==> config.mk <==
export PLATFORM = sky130hd
export DESIGN_NAME = pipe_hazard_ctrl
export DESIGN_NICKNAME = d
export VERILOG_FILES = /design/src/rtl/pipe_hazard_ctrl.sv
export SDC_FILE = /design/constraint.sdc
export NUM_CORES = 1
export LEC_CHECK = 0
export CAP_MARGIN = 10
export CORE_AREA = 4 4 77 79
export CTS_CLUSTER_SIZE = 8
export DETAILED_ROUTE_END_ITERATION = 10
export DIE_AREA = 0 0 81 83
export PLACE_DENSITY = 0.63
export SLEW_MARGIN = 20
export SYNTH_ARGS = -nofsm -noshare
export SYNTH_HDL_FRONTEND = slang
export SYNTH_SLANG_ARGS = --single-unit
==> constraint.sdc <==
create_clock -name clock -period 2.3 [get_ports clock]
set_input_delay 0.46 -clock clock [delete_from_list [all_inputs] [get_ports clock]]
set_output_delay 0.46 -clock clock [all_outputs]
set_load 0.005 [all_outputs]
==> src/rtl/pipe_hazard_ctrl.sv <==
// pipe_hazard_ctrl -- hazard and forwarding controller for the in-order
// integer pipeline.
//
// Tracks in-flight destinations through a DEPTH-entry shift register covering
// the post-ID stages (entry 1 = EX ... entry DEPTH = WB). For the instruction
// sitting in ID it produces the load-use stall, the registered EX forwarding
// selects, and the flushes for a redirect resolved in EX.
//
// Optional feature macro: PHC_PERF_CNT_EN
//   When defined, stall_cnt / flush_cnt count stall cycles and redirect cycles,
//   saturating at all-ones. When undefined, both outputs are tied to zero.
//
// Ports:
//   clock, reset            single clock, synchronous active-high reset
//   id_valid                ID holds a real instruction
//   id_rs/id_rt             source registers, id_rs_used/id_rt_used qualify them
//   id_rd/id_we/id_is_load  destination, write enable, load flag of ID instr
//   ex_redirect             taken branch/jump resolved in EX this cycle
//   stall                   hold PC and IF/ID, bubble into EX (combinational)
//   flush_ifid, flush_idex  squash IF/ID and ID/EX (combinational)
//   ex_fwd_a, ex_fwd_b      registered EX operand selects: 0 = RF, k = stage k
//   wb_we, wb_rd            entry DEPTH write enable and destination
//   stall_cnt, flush_cnt    performance counters (PHC_PERF_CNT_EN only)

// Per-source producer search. Finds the youngest in-flight writer of src
// among entries 1..DEPTH-1 and reports the forward select and whether the
// result is not yet ready for the consumer's EX cycle.
module phc_src_fwd #(
  parameter int RA_W       = 5,
  parameter int DEPTH      = 3,
  parameter int ALU_READY  = 2,
  parameter int LOAD_READY = 3,
  parameter int SEL_W      = 2
) (
  input  logic [RA_W-1:0]              src,
  input  logic                         used,
  input  logic [DEPTH-1:1]             vld,
  input  logic [DEPTH-1:1]             we,
  input  logic [DEPTH-1:1]             ld,
  input  logic [DEPTH-1:1][RA_W-1:0]   rd,
  output logic [SEL_W-1:0]             sel,
  output logic                         haz
);

  // Scan oldest to youngest so the smallest matching k is the last writer.
  // Entry DEPTH is excluded: the register file is write-through, so ID
  // already reads the value being written back.
  always_comb begin
    sel = '0;
    haz = 1'b0;
    for (int k = DEPTH - 1; k >= 1; k--) begin
      if (used && vld[k] && we[k] && (rd[k] == src) && (src != '0)) begin
        // By the time the consumer reaches EX the producer sits at k+1.
        sel = SEL_W'(k + 1);
        haz = (k + 1) < (ld[k] ? LOAD_READY : ALU_READY);
      end
    end
  end

endmodule

module pipe_hazard_ctrl #(
  parameter int RA_W       = 5,
  parameter int DEPTH      = 3,
  parameter int ALU_READY  = 2,
  parameter int LOAD_READY = 3,
  parameter int SEL_W      = 2,
  parameter int CNT_W      = 16
) (
  input  logic              clock,
  input  logic              reset,
  input  logic              id_valid,
  input  logic [RA_W-1:0]   id_rs,
  input  logic [RA_W-1:0]   id_rt,
  input  logic              id_rs_used,
  input  logic              id_rt_used,
  input  logic [RA_W-1:0]   id_rd,
  input  logic              id_we,
  input  logic              id_is_load,
  input  logic              ex_redirect,
  output logic              stall,
  output logic              flush_ifid,
  output logic              flush_idex,
  output logic [SEL_W-1:0]  ex_fwd_a,
  output logic [SEL_W-1:0]  ex_fwd_b,
  output logic              wb_we,
  output logic [RA_W-1:0]   wb_rd,
  output logic [CNT_W-1:0]  stall_cnt,
  output logic [CNT_W-1:0]  flush_cnt
);

  localparam int NUM_SRC = 2;

  // In-flight entries. The load flag is only needed where a match can occur,
  // so it stops at DEPTH-1.
  logic [DEPTH:1]             vld_pipe;
  logic [DEPTH:1]             we_pipe;
  logic [DEPTH:1][RA_W-1:0]   rd_pipe;
  logic [DEPTH-1:1]           ld_pipe;

  logic [NUM_SRC-1:0][RA_W-1:0]  src;
  logic [NUM_SRC-1:0]            used;
  logic [NUM_SRC-1:0][SEL_W-1:0] sel;
  logic [NUM_SRC-1:0]            haz;
  logic                          issue;

  assign src  = {id_rt, id_rs};
  assign used = {id_rt_used, id_rs_used};

  for (genvar s = 0; s < NUM_SRC; s++) begin : g_src
    phc_src_fwd #(
      .RA_W      (RA_W),
      .DEPTH     (DEPTH),
      .ALU_READY (ALU_READY),
      .LOAD_READY(LOAD_READY),
      .SEL_W     (SEL_W)
    ) u_fwd (
      .src (src[s]),
      .used(used[s]),
      .vld (vld_pipe[DEPTH-1:1]),
      .we  (we_pipe[DEPTH-1:1]),
      .ld  (ld_pipe),
      .rd  (rd_pipe[DEPTH-1:1]),
      .sel (sel[s]),
      .haz (haz[s])
    );
  end

  // Redirect beats a pending stall: the stalled ID instruction is on the
  // wrong path and gets flushed instead of held.
  assign stall      = ~reset & id_valid & ~ex_redirect & (|haz);
  assign flush_ifid = ~reset & ex_redirect;
  assign flush_idex = ~reset & ex_redirect;
  assign issue      = id_valid & ~stall & ~ex_redirect;

  assign wb_we = vld_pipe[DEPTH] & we_pipe[DEPTH];
  assign wb_rd = rd_pipe[DEPTH];

  always_ff @(posedge clock) begin
    if (reset) begin
      vld_pipe <= '0;
      we_pipe  <= '0;
      rd_pipe  <= '0;
      ld_pipe  <= '0;
      ex_fwd_a <= '0;
      ex_fwd_b <= '0;
    end else begin
      // Bubbles carry zeroed fields so downstream entries stay clean.
      vld_pipe[1] <= issue;
      we_pipe[1]  <= issue & id_we;
      rd_pipe[1]  <= issue ? id_rd : '0;
      ld_pipe[1]  <= issue & id_is_load;
      for (int k = 2; k <= DEPTH; k++) begin
        vld_pipe[k] <= vld_pipe[k-1];
        we_pipe[k]  <= we_pipe[k-1];
        rd_pipe[k]  <= rd_pipe[k-1];
      end
      for (int k = 2; k <= DEPTH - 1; k++) begin
        ld_pipe[k] <= ld_pipe[k-1];
      end
      ex_fwd_a <= issue ? sel[0] : '0;
      ex_fwd_b <= issue ? sel[1] : '0;
    end
  end

`ifdef PHC_PERF_CNT_EN
  always_ff @(posedge clock) begin
    if (reset) begin
      stall_cnt <= '0;
      flush_cnt <= '0;
    end else begin
      if (stall && (stall_cnt != '1))
        stall_cnt <= stall_cnt + CNT_W'(1);
      if (ex_redirect && (flush_cnt != '1))
        flush_cnt <= flush_cnt + CNT_W'(1);
    end
  end
`else
  assign stall_cnt = '0;
  assign flush_cnt = '0;
`endif

endmodule

# [After elaboration in Yosys (flattened, before gate mapping)]
# Index checks and enable logic that the tools add are counted.
[word_totals] memories=0 register_bits=27 latchBits=0 inputBits=23 word_cells=61 mem_bits_rw=0 romBits=0
[classes] eq_ne=4 addsub=0 bitwise=13 n_div=0 muxes=10 mul=0 shifts=0 order_cmp=2 reduce_logical=22
[ops] op="3-bit by 32-bit < comparator with 1-bit output, first input constant" count=2
[ops] op="5-bit == test" count=4
[ops] op="1-bit logical AND" count=16
[ops] op="5-bit nonzero test" count=2
[ops] op="1-bit AND" count=9
[ops] op="2-bit 2-to-1 mux" count=4
[ops] op="1-bit 2-to-1 mux" count=6
[ops] op="3-bit OR reduction" count=2
[ops] op="1-bit NOT" count=4
[ops] op="2-bit OR reduction" count=2

# [Longest topological paths before layout]
# Gate-level depths: netlist of run 1.
[logic_depth] depth_word=13 depth_mapped=6 depth_no_buf=5

# [Hierarchy]
# From an unflattened synthesis of run 1, not the netlist that was laid out.
[unflattened] hier_cells=146 hier_area_um2=1430.1
[by_module_without_submodules] mod="pipe_hazard_ctrl" area_each_um2=1117.3 instances=1 seq_area_each_um2=540.5 cells_per_inst=102
[by_module_without_submodules] mod="phc_src_fwd" area_each_um2=156.4 instances=2 seq_area_each_um2=0.0 cells_per_inst=22

# [Least setup slack after synthesis of run 1]
# No wires, ideal clock.
[synth_path] path_type="input-to-output" from="input port id_rt[0]" to="output port stall" n_path_buf=0 arrival_time_ns=1.597 stages=5 setup_slack_ns=0.243 t_required_ns=1.840 cell_sequence="or4_1 o21ai_2 nor4_2 o21a_1 and2_2"
[synth_via] elab_chain_len=7 elab_cells_between_ends=11 cone_classes="eq/ne (2); mux (2); bitwise (1); reduce/logical (6)"
[synth_rtl] item="start, declared" line_no="74" text="input logic [RA_W-1:0] id_rt,"
[synth_rtl] item="5-bit == test" line_no="52" text="if (used && vld[k] && we[k] && (rd[k] == src) && (src != '0)) begin"
[synth_rtl] item="1-bit logical AND (2 in series)" line_no="52"
[synth_rtl] item="1-bit 2-to-1 mux" line_no="52"
[synth_rtl] item="1-bit 2-to-1 mux *" line_no="52"
[synth_rtl] item="2-bit OR reduction *" line_no="131" text="assign stall = ~reset & id_valid & ~ex_redirect & (|haz);"
[synth_rtl] item="1-bit AND *" line_no="131"
[synth_rtl] item="end, declared" line_no="81" text="output logic stall,"
# Mark *: on every way between the ends. The rest lies on a longest branch, timed or not.

# [Worst setup path after layout of run 1]
[layout_path] from="input port id_rs[3]" to="output port stall"
[layout_via] elab_chain_len=7 elab_cells_between_ends=11 cone_classes="eq/ne (2); mux (2); bitwise (1); reduce/logical (6)"
[layout_rtl] item="start, declared" line_no="73" text="input logic [RA_W-1:0] id_rs,"
[layout_rtl] item="5-bit == test" line_no="52"
[layout_rtl] item="1-bit logical AND (2 in series)" line_no="52"
[layout_rtl] item="1-bit 2-to-1 mux" line_no="52"
[layout_rtl] item="1-bit 2-to-1 mux *" line_no="52"
[layout_rtl] item="2-bit OR reduction *" line_no="131"
[layout_rtl] item="1-bit AND *" line_no="131"
# Marked as above.

==> results.md, run 1 <==
* Result of the run: finished, final reports clean
* Port-buffer cells at 35
* Instance count of the mapped netlist at 141
* Leading post-synthesis cells by cell area: sky130_fd_sc_hd__dfxtp_1, sky130_fd_sc_hd__buf_4, sky130_fd_sc_hd__xnor2_1
* Crit end category: output port
* DR pass1 iterations at 2
* Destination of the worst hold path: we_pipe[2]$_SDFF_PP0_
* Largest buffer count on any clock path at 2
* DP Worst Slack at -689 ps
* Fraction of the yosys area taken by sequential cells at 0.402
* Highest achievable clock rate at 442 MHz
* Register-to-register setup slack at between 700 and 800 ps
* Yosys cell types at 23
* Half-perimeter wire length after placement at 2240 um
* Filler Cells Inserted at 578
* Finish-stage setup viols at 0
* Hold path startpoint: we_pipe[1]$_SDFF_PP0_
* Worst-case vdd ir drop at slightly above 200 uV
* Classification of the worst setup path: in2out
* Die Footprint at 6720 um2
* Total grt overflow at 0
* Core outline area at 5340 um2
* TritonCTS clock tree: built
* Pin count of the biggest net entering global routing at 16
* Library cell used as clock root buffer: sky130_fd_sc_hd__clkbuf_8
* Mean area per synthesized cell at 9.18 um2
* Endpoint of the worst-slack reg-to-reg timing path: ex_fwd_b[1]$_SDFF_PP0_
* Maximum fanout encountered on the critical timing path at 3
* Final standard cell utilization of the core at 0.335
* Count of warnings emitted by yosys at 0
* Die span in y at a little over 80 um
* Min Clock Period, post-route at ~2300 ps
* Total power at 0.000876 W
* Power per standard cell area at 490 nW/um2
* Aggregate routed wire length at 2800 um
* Required time at the worst-slack endpoint at around 1800 ps
* DRC marker count from the first detailed-route iteration at 27
* Vias per inst at 3.55
* Starting density of the core at 0.243
* Fraction of final layout cells sized beyond drive strength 1 at 0.205
* Count of unresolved DRC violations after routing at 0
* CTS Buf Count at 3
* Number of inserted diodes at 0
* Critical-path top delay cell: sky130_fd_sc_hd__or4_4
* Total Negative Setup Slacks at 0 ps
* # nets final at 214
* Synth area leader: sky130_fd_sc_hd__dfxtp_1
* Count of state elements after synthesis at 26
* Launch point of the worst reg-to-reg path: rd_pipe[2]$_SDFF_PP0_
* Boundary Pins at 68
* HP Class: reg2reg
* Worst Hold Slack at about 470 ps
* H-tree depth reported by CTS at 1
* DR vias at 931
* Die W at 81 um
* Worst Setup Slack, final at 37.3 ps
* Reported max-cap violation count at 0
* WP data arrival at 1800 ps
* Final RePlAce weighted congestion at 0.793
* Commonest non-fill, non-tap cell in the layout: sky130_fd_sc_hd__conb_1
* Vias in the first global route at ~1000
* Wire length of the first global-routing pass at 4370 um
* Number of antenna violations at the first check in global routing at 0
* Detail-routed net length per standard cell at ~11 um
* Standard-cell row count at 27
* Insertion delay of the later-clocked pin in the worst-skew pair at 270 ps
* Number of sinks driven by the clock tree at 26
* Unrepaired setup endpoints after global routing: true
* Final clock skew at 3.53 ps
* Hold Path Depth at 1
* ANT nets after route at 0
* Hold violation count in the final report at 0
* Ratio of final minimum period to clock period at 0.984
* Leakage power summed over all cells at 0.733 nW
* Synth top area share at 0.402
* Cell-by-cell listing of the critical path: clkdlybuf4s15_2 > or4_4 > o21ai_4 > nor4_4 > o21a_1 > and2_4 > buf_6
* Syn Std Cell Area at between 1000 and 1500 um2
* CP peak stage delay at 430 ps
* Register-to-Register Path Depth at 7
* Worst setup SP type: input pin
* Area of all sequential standard cells at around 520 um2
* Area taken by multi-input logic gates at roughly 680 um2
* Area growth from synthesis to final layout at 38.1%
* Most used cells in the layout excluding fill and tap cells: sky130_fd_sc_hd__conb_1, sky130_fd_sc_hd__dfxtp_1, sky130_fd_sc_hd__clkdlybuf4s50_1
* Clock-pin transition on the worst setup and hold timing paths at approximately 90 ps
* Slew Limit Fails at 0
* Total global routing track utilization at 0.0842
[metal layers]
metal  GRT usage  share of wire
met1      0.0910           0.39
met3      0.0184          0.086
met4      0.0369          0.019
met5           0              0
met2       0.152           0.50
[synth_stat cells]
master,n
sky130_fd_sc_hd__and2_1,2
sky130_fd_sc_hd__and2_2,1
sky130_fd_sc_hd__and4b_1,1
sky130_fd_sc_hd__and4b_2,1
sky130_fd_sc_hd__buf_4,33
sky130_fd_sc_hd__buf_6,1
sky130_fd_sc_hd__clkbuf_1,2
sky130_fd_sc_hd__conb_1,1
sky130_fd_sc_hd__dfxtp_1,26
sky130_fd_sc_hd__nand2_1,12
sky130_fd_sc_hd__nand4_1,4
sky130_fd_sc_hd__nor2_1,9
sky130_fd_sc_hd__nor2_2,2
sky130_fd_sc_hd__nor2b_1,15
sky130_fd_sc_hd__nor4_1,3
sky130_fd_sc_hd__nor4_2,1
sky130_fd_sc_hd__o21a_1,1
sky130_fd_sc_hd__o21ai_0,2
sky130_fd_sc_hd__o21ai_1,1
sky130_fd_sc_hd__o21ai_2,1
sky130_fd_sc_hd__or4_1,2
sky130_fd_sc_hd__xnor2_1,16
sky130_fd_sc_hd__xor2_1,4
[how the worst max path moves through the flow]
stage	start	to	cells past startpoint
floorplan	id_rt[0]	stall	5
global placement	id_rt[0]	stall	7
detailed placement	id_rs[2]	stall	7
CTS	id_rt[3]	stall	7
global route	id_rt[3]	stall	7
finish	id_rs[3]	stall	7
[metrics by stage]
stage / cell area [um2] / cells
floorplan: 1410 / 172
global placement: 1680 / 256
detailed placement: 1680 / 256
CTS: 1790 / 262
global route: 1790 / 262
finish: 1790 / 262
[power by group]
group          switching, W  internal, W  leakage (nW)  total [W]
Sequential       0.00000571     0.000457         0.211   0.000463
Clock              0.000138     0.000153        0.0288   0.000291
Combinational     0.0000560    0.0000664         0.494   0.000122
Total              0.000199     0.000677         0.733   0.000876
[cells by family (layout without fill, tap and decap cells)]
logic type	after synthesis	in the layout	share of synthesized area
compound gates	5	5	0.0242
xor+xnor	20	20	0.135
buf+inv	36	54	0.206
flops	26	26	0.402
other cells	1	32	0.00290
simple gates	53	53	0.230
[final cells by class]
cell class              instances  share of cell area
clock buffers                   4              0.0308
well taps                      72              0.0504
repair buffers                 50               0.248
flip-flops and latches         26               0.291
multi-input cells             110               0.379
[flip-flops by register name (all words and copies together), names as in the netlist]
register  cells
vld_pipe      3
ex_fwd_a      2
ld_pipe       1
we_pipe       3
ex_fwd_b      2
wb_rd         5
rd_pipe      10
[what timing repair did]
action,in CTS,in global routing
buffers inserted,2,0
hold endpoints to repair,0,0
setup endpoints to repair,1,3
pin swaps,9,3
hold buffers,0,0
resized for setup,49,1
[critical path, delay by kind of cell]
kind                   cells  cell delay (ps)
AOI/OAI and AO/OA          2              380
buffers and inverters      2              320
and+or+nand+nor            3              640
Note: power is estimated with default switching activity, not from simulation.
==> run 2: changes to the inputs <==
CELL_PAD_IN_SITES_DETAIL_PLACEMENT = 1   (was not set)
CELL_PAD_IN_SITES_GLOBAL_PLACEMENT = 2   (was not set)
CORE_AREA = 4 4 84 86   (was 4 4 77 79)
DIE_AREA = 0 0 88 90   (was 0 0 81 83)
PLACE_DENSITY = 0.85   (was 0.63)
==> run 2 against run 1 <==
Combinational power hardly changed. Die area rose by 18%. Hold slack better by 1.3 ps. Sequential share of layout area is 0.20 points lower. Clock skew increased by 7.2 ps. Worst setup slack worse by 32 ps. Sequential power about the same. Total power rose by 10%. Critical path depth is the same. Core utilization down 4.8 points. Critical endpoint unchanged. Largest power group unchanged.
==> results.md, run 2 (synthesized netlist as in run 1, its figures left out) <==
* Result of the run: finished, final reports clean (unchanged)
* Slew Limit Fails at 0 (unchanged)
* Number of antenna violations at the first check in global routing at 0 (unchanged)
* Sequential share of power at 0.479 (was 0.529)
* Wire length of the first global-routing pass at 4730 um (was 4370 um)
* Crit end category: output port (unchanged)
* Standard cell area after detailed placement at 1690 um2 (was 1680 um2)
* Aggregate routed wire length at 3050 um (was 2800 um)
* Fraction of final layout cells sized beyond drive strength 1 at 0.196 (was 0.205)
* Critical path startpoint: id_rs[3] (unchanged)
* Pin count of the biggest net entering global routing at 16 (unchanged)
* Port-buffer cells at 35 (unchanged)
* TritonCTS clock tree: built (unchanged)
* Area taken by multi-input logic gates at 676 um2 (was 678 um2)
* Highest achievable clock rate at 436 MHz (was 442 MHz)
* Hold violation count in the final report at 0 (unchanged)
* Detail-routed net length per standard cell at 11.5 um (was 10.7 um)
* Maximum fanout encountered on the critical timing path at 3 (unchanged)
* Combinational group share of total power at 0.129 (was 0.140)
* # nets final at 213 (was 214)
* Register-to-Register Path Depth at 6 (was 7)
* Cell total after placement at 261 (was 256)
* Finish-stage setup viols at 0 (unchanged)
* Leakage power summed over all cells at 0.741 nW (was 0.733 nW)
* Worst-case vdd ir drop at 291 uV (was 206 uV)
* Launch point of the worst reg-to-reg path: rd_pipe[2]$_SDFF_PP0_ (unchanged)
* Final RePlAce weighted congestion at 0.848 (was 0.793)
* Min Clock Period, post-route at 2300 ps (was 2260 ps)
* DR vias at 960 (was 931)
* Most used cells in the layout excluding fill and tap cells: sky130_fd_sc_hd__conb_1, sky130_fd_sc_hd__dfxtp_1, sky130_fd_sc_hd__clkdlybuf4s50_1 (unchanged)
* Ratio of final minimum period to clock period at 0.998 (was 0.984)
* DRC marker count from the first detailed-route iteration at 3 (was 27)
* Worst setup SP type: input pin (unchanged)
* Register-to-register setup slack at 810 ps (was 740 ps)
* CP peak stage delay at 440 ps (was 430 ps)
* Cell-by-cell listing of the critical path: clkdlybuf4s15_2 > or4_4 > o21ai_4 > nor4_4 > o21a_1 > and2_4 > buf_6 (unchanged)
* Endpoint of the worst-slack reg-to-reg timing path: rd_pipe[4]$_SDFF_PP0_ (was ex_fwd_b[1]$_SDFF_PP0_)
* Boundary Pins at 68 (unchanged)
* Standard-cell row count at 29 (was 27)
* Classification of the worst setup path: in2out (unchanged)
* Filler Cells Inserted at 721 (was 578)
* Number of inserted diodes at 0 (unchanged)
* Design Area, Final at 1800 um2 (was 1790 um2)
* Required time at the worst-slack endpoint at 1840 ps (about the same)
* HP Class: reg2reg (unchanged)
* Switching pwr at 0.000208 W (was 0.000199 W)
* Register name with the most flops: rd_pipe (unchanged)
* WP data arrival at 1840 ps (was 1800 ps)
* Clock-pin transition on the worst setup and hold timing paths at 90 ps (about the same)
* Worst Setup EP: stall (unchanged)
* Reported max-cap violation count at 0 (unchanged)
* Insertion delay of the later-clocked pin in the worst-skew pair at 280 ps (was 270 ps)
* Switching power as a share of total power at 0.215 (was 0.227)
* Library cell used as clock root buffer: sky130_fd_sc_hd__clkbuf_8 (unchanged)
* Largest buffer count on any clock path at 2 (unchanged)
* ANT nets after route at 0 (unchanged)
* DR pass1 iterations at 2 (unchanged)
* Count of unresolved DRC violations after routing at 0 (unchanged)
* Clock group share of total power at 0.391 (was 0.332)
* CTS Buf Count at 3 (unchanged)
* Half-perimeter wire length after placement at 2390 um (was 2240 um)
* Area of all sequential standard cells at 520 um2 (unchanged)
* Max FFs per register at 10 (unchanged)
* Core outline area at 6280 um2 (was 5340 um2)
* Die W at 88 um (was 81 um)
* H-tree depth reported by CTS at 1 (unchanged)
* Post-route non-filler standard cell count at 266 (was 262)
* Total global routing track utilization at 0.0772 (was 0.0842)
* Power per standard cell area at 536 nW/um2 (was 490 nW/um2)
* Die span in y at 90 um (was 83 um)
* Unrepaired setup endpoints after global routing: true (unchanged)
* Vias per inst at 3.61 (was 3.55)
* Hold Path Depth at 1 (unchanged)
* Critical-path top delay cell: sky130_fd_sc_hd__or4_4 (unchanged)
* Commonest non-fill, non-tap cell in the layout: sky130_fd_sc_hd__conb_1 (unchanged)
* Vias in the first global route at 983 (was 974)
* Area growth from synthesis to final layout at 39.0% (was 38.1%)
* Number of sinks driven by the clock tree at 26 (unchanged)
* Total grt overflow at 0 (unchanged)
* Starting density of the core at 0.206 (was 0.243)
* P_int at 0.000757 W (was 0.000677 W)
* Die Footprint at 7920 um2 (was 6720 um2)
* Final clock skew at 10.8 ps (was 3.53 ps)
## run 2: cell types whose count changed in the layout (fill, tap and decap cells not counted), sizes merged
cell,before,now
dlygate4sd2,2,1
buf,22,21
clkdlybuf4s15,2,3
bufinv,0,1
clkdlybuf4s50,24,23
clkbuf,4,3
dlymetal6s2s,0,1
## run 2: power by group through the flow
stage | clock [W] | combinational [W] | sequential [W]
2_1_floorplan | 0 | 0.0000882 | 0.000472
3_3_place_gp | 0 | 0.000118 | 0.000473
3_5_place_dp | 0 | 0.000119 | 0.000473
4_1_cts | 0.000388 | 0.000124 | 0.000463
5_1_grt | 0.000406 | 0.000138 | 0.000464
6_report | 0.000378 | 0.000124 | 0.000462
## run 2: final cells by class
class | instances | share of cell area
multi-input combinational | 110 | 0.375
sequential | 26 | 0.289
timing repair buffer | 49 | 0.243
tap | 77 | 0.0535
clock buffer | 3 | 0.0229
clock inverter | 1 | 0.0167
## run 2: repair_timing
action                                  CTS  global route
endpoints found under the setup margin    1             1
endpoints found under the hold margin     0             0
pin swaps                                10             1
gates resized for setup                  47             2
hold buffers                              0             0
setup buffers                             1             0
## run 2: worst min path at each step
stage	end	slack (ps)	startpoint
4_1_cts	vld_pipe[2]$_SDFF_PP0_	470	vld_pipe[1]$_SDFF_PP0_
5_1_grt	we_pipe[3]$_SDFF_PP0_	480	we_pipe[2]$_SDFF_PP0_
6_report	vld_pipe[2]$_SDFF_PP0_	470	vld_pipe[1]$_SDFF_PP0_
2_1_floorplan	vld_pipe[2]$_SDFF_PP0_	440	vld_pipe[1]$_SDFF_PP0_
3_3_place_gp	we_pipe[3]$_SDFF_PP0_	450	we_pipe[2]$_SDFF_PP0_
3_5_place_dp	vld_pipe[2]$_SDFF_PP0_	460	vld_pipe[1]$_SDFF_PP0_
## run 2: metal layers
| layer | up-vias | wire length (um) | track usage |
|---|---|---|---|
| li1 | 483 | - | - |
| met1 | 426 | 1210 | 0.0819 |
| met2 | 46 | 1450 | 0.137 |
| met3 | 5 | 330 | 0.0256 |
| met4 | 0 | 57 | 0.0307 |
| met5 | - | 0 | 0 |
## run 2: metrics by stage
stage               hold WS (ps)  power, W   util  setup WS (ps)  setup TNS, ps
global route                 485   0.00101  0.287          -51.3          -51.3
global placement             447  0.000591  0.269           -733           -733
detailed placement           455  0.000592  0.269           -751           -779
CTS                          470  0.000974  0.286          0.282              0
floorplan                    438  0.000560      -            243              0
finish                       468  0.000964  0.287           4.90              0
## run 2: worst max-delay path, delay by kind of cell
family	cells	cell delay, ps
simple gates	3	640
compound gates	2	410
buf+inv	2	330
==> run 3: changes to the inputs <==
SLEW_MARGIN = 10   (was 20)
==> results of run 3 <==
The final DEF is identical to that of run 2; final timing and power are the same.
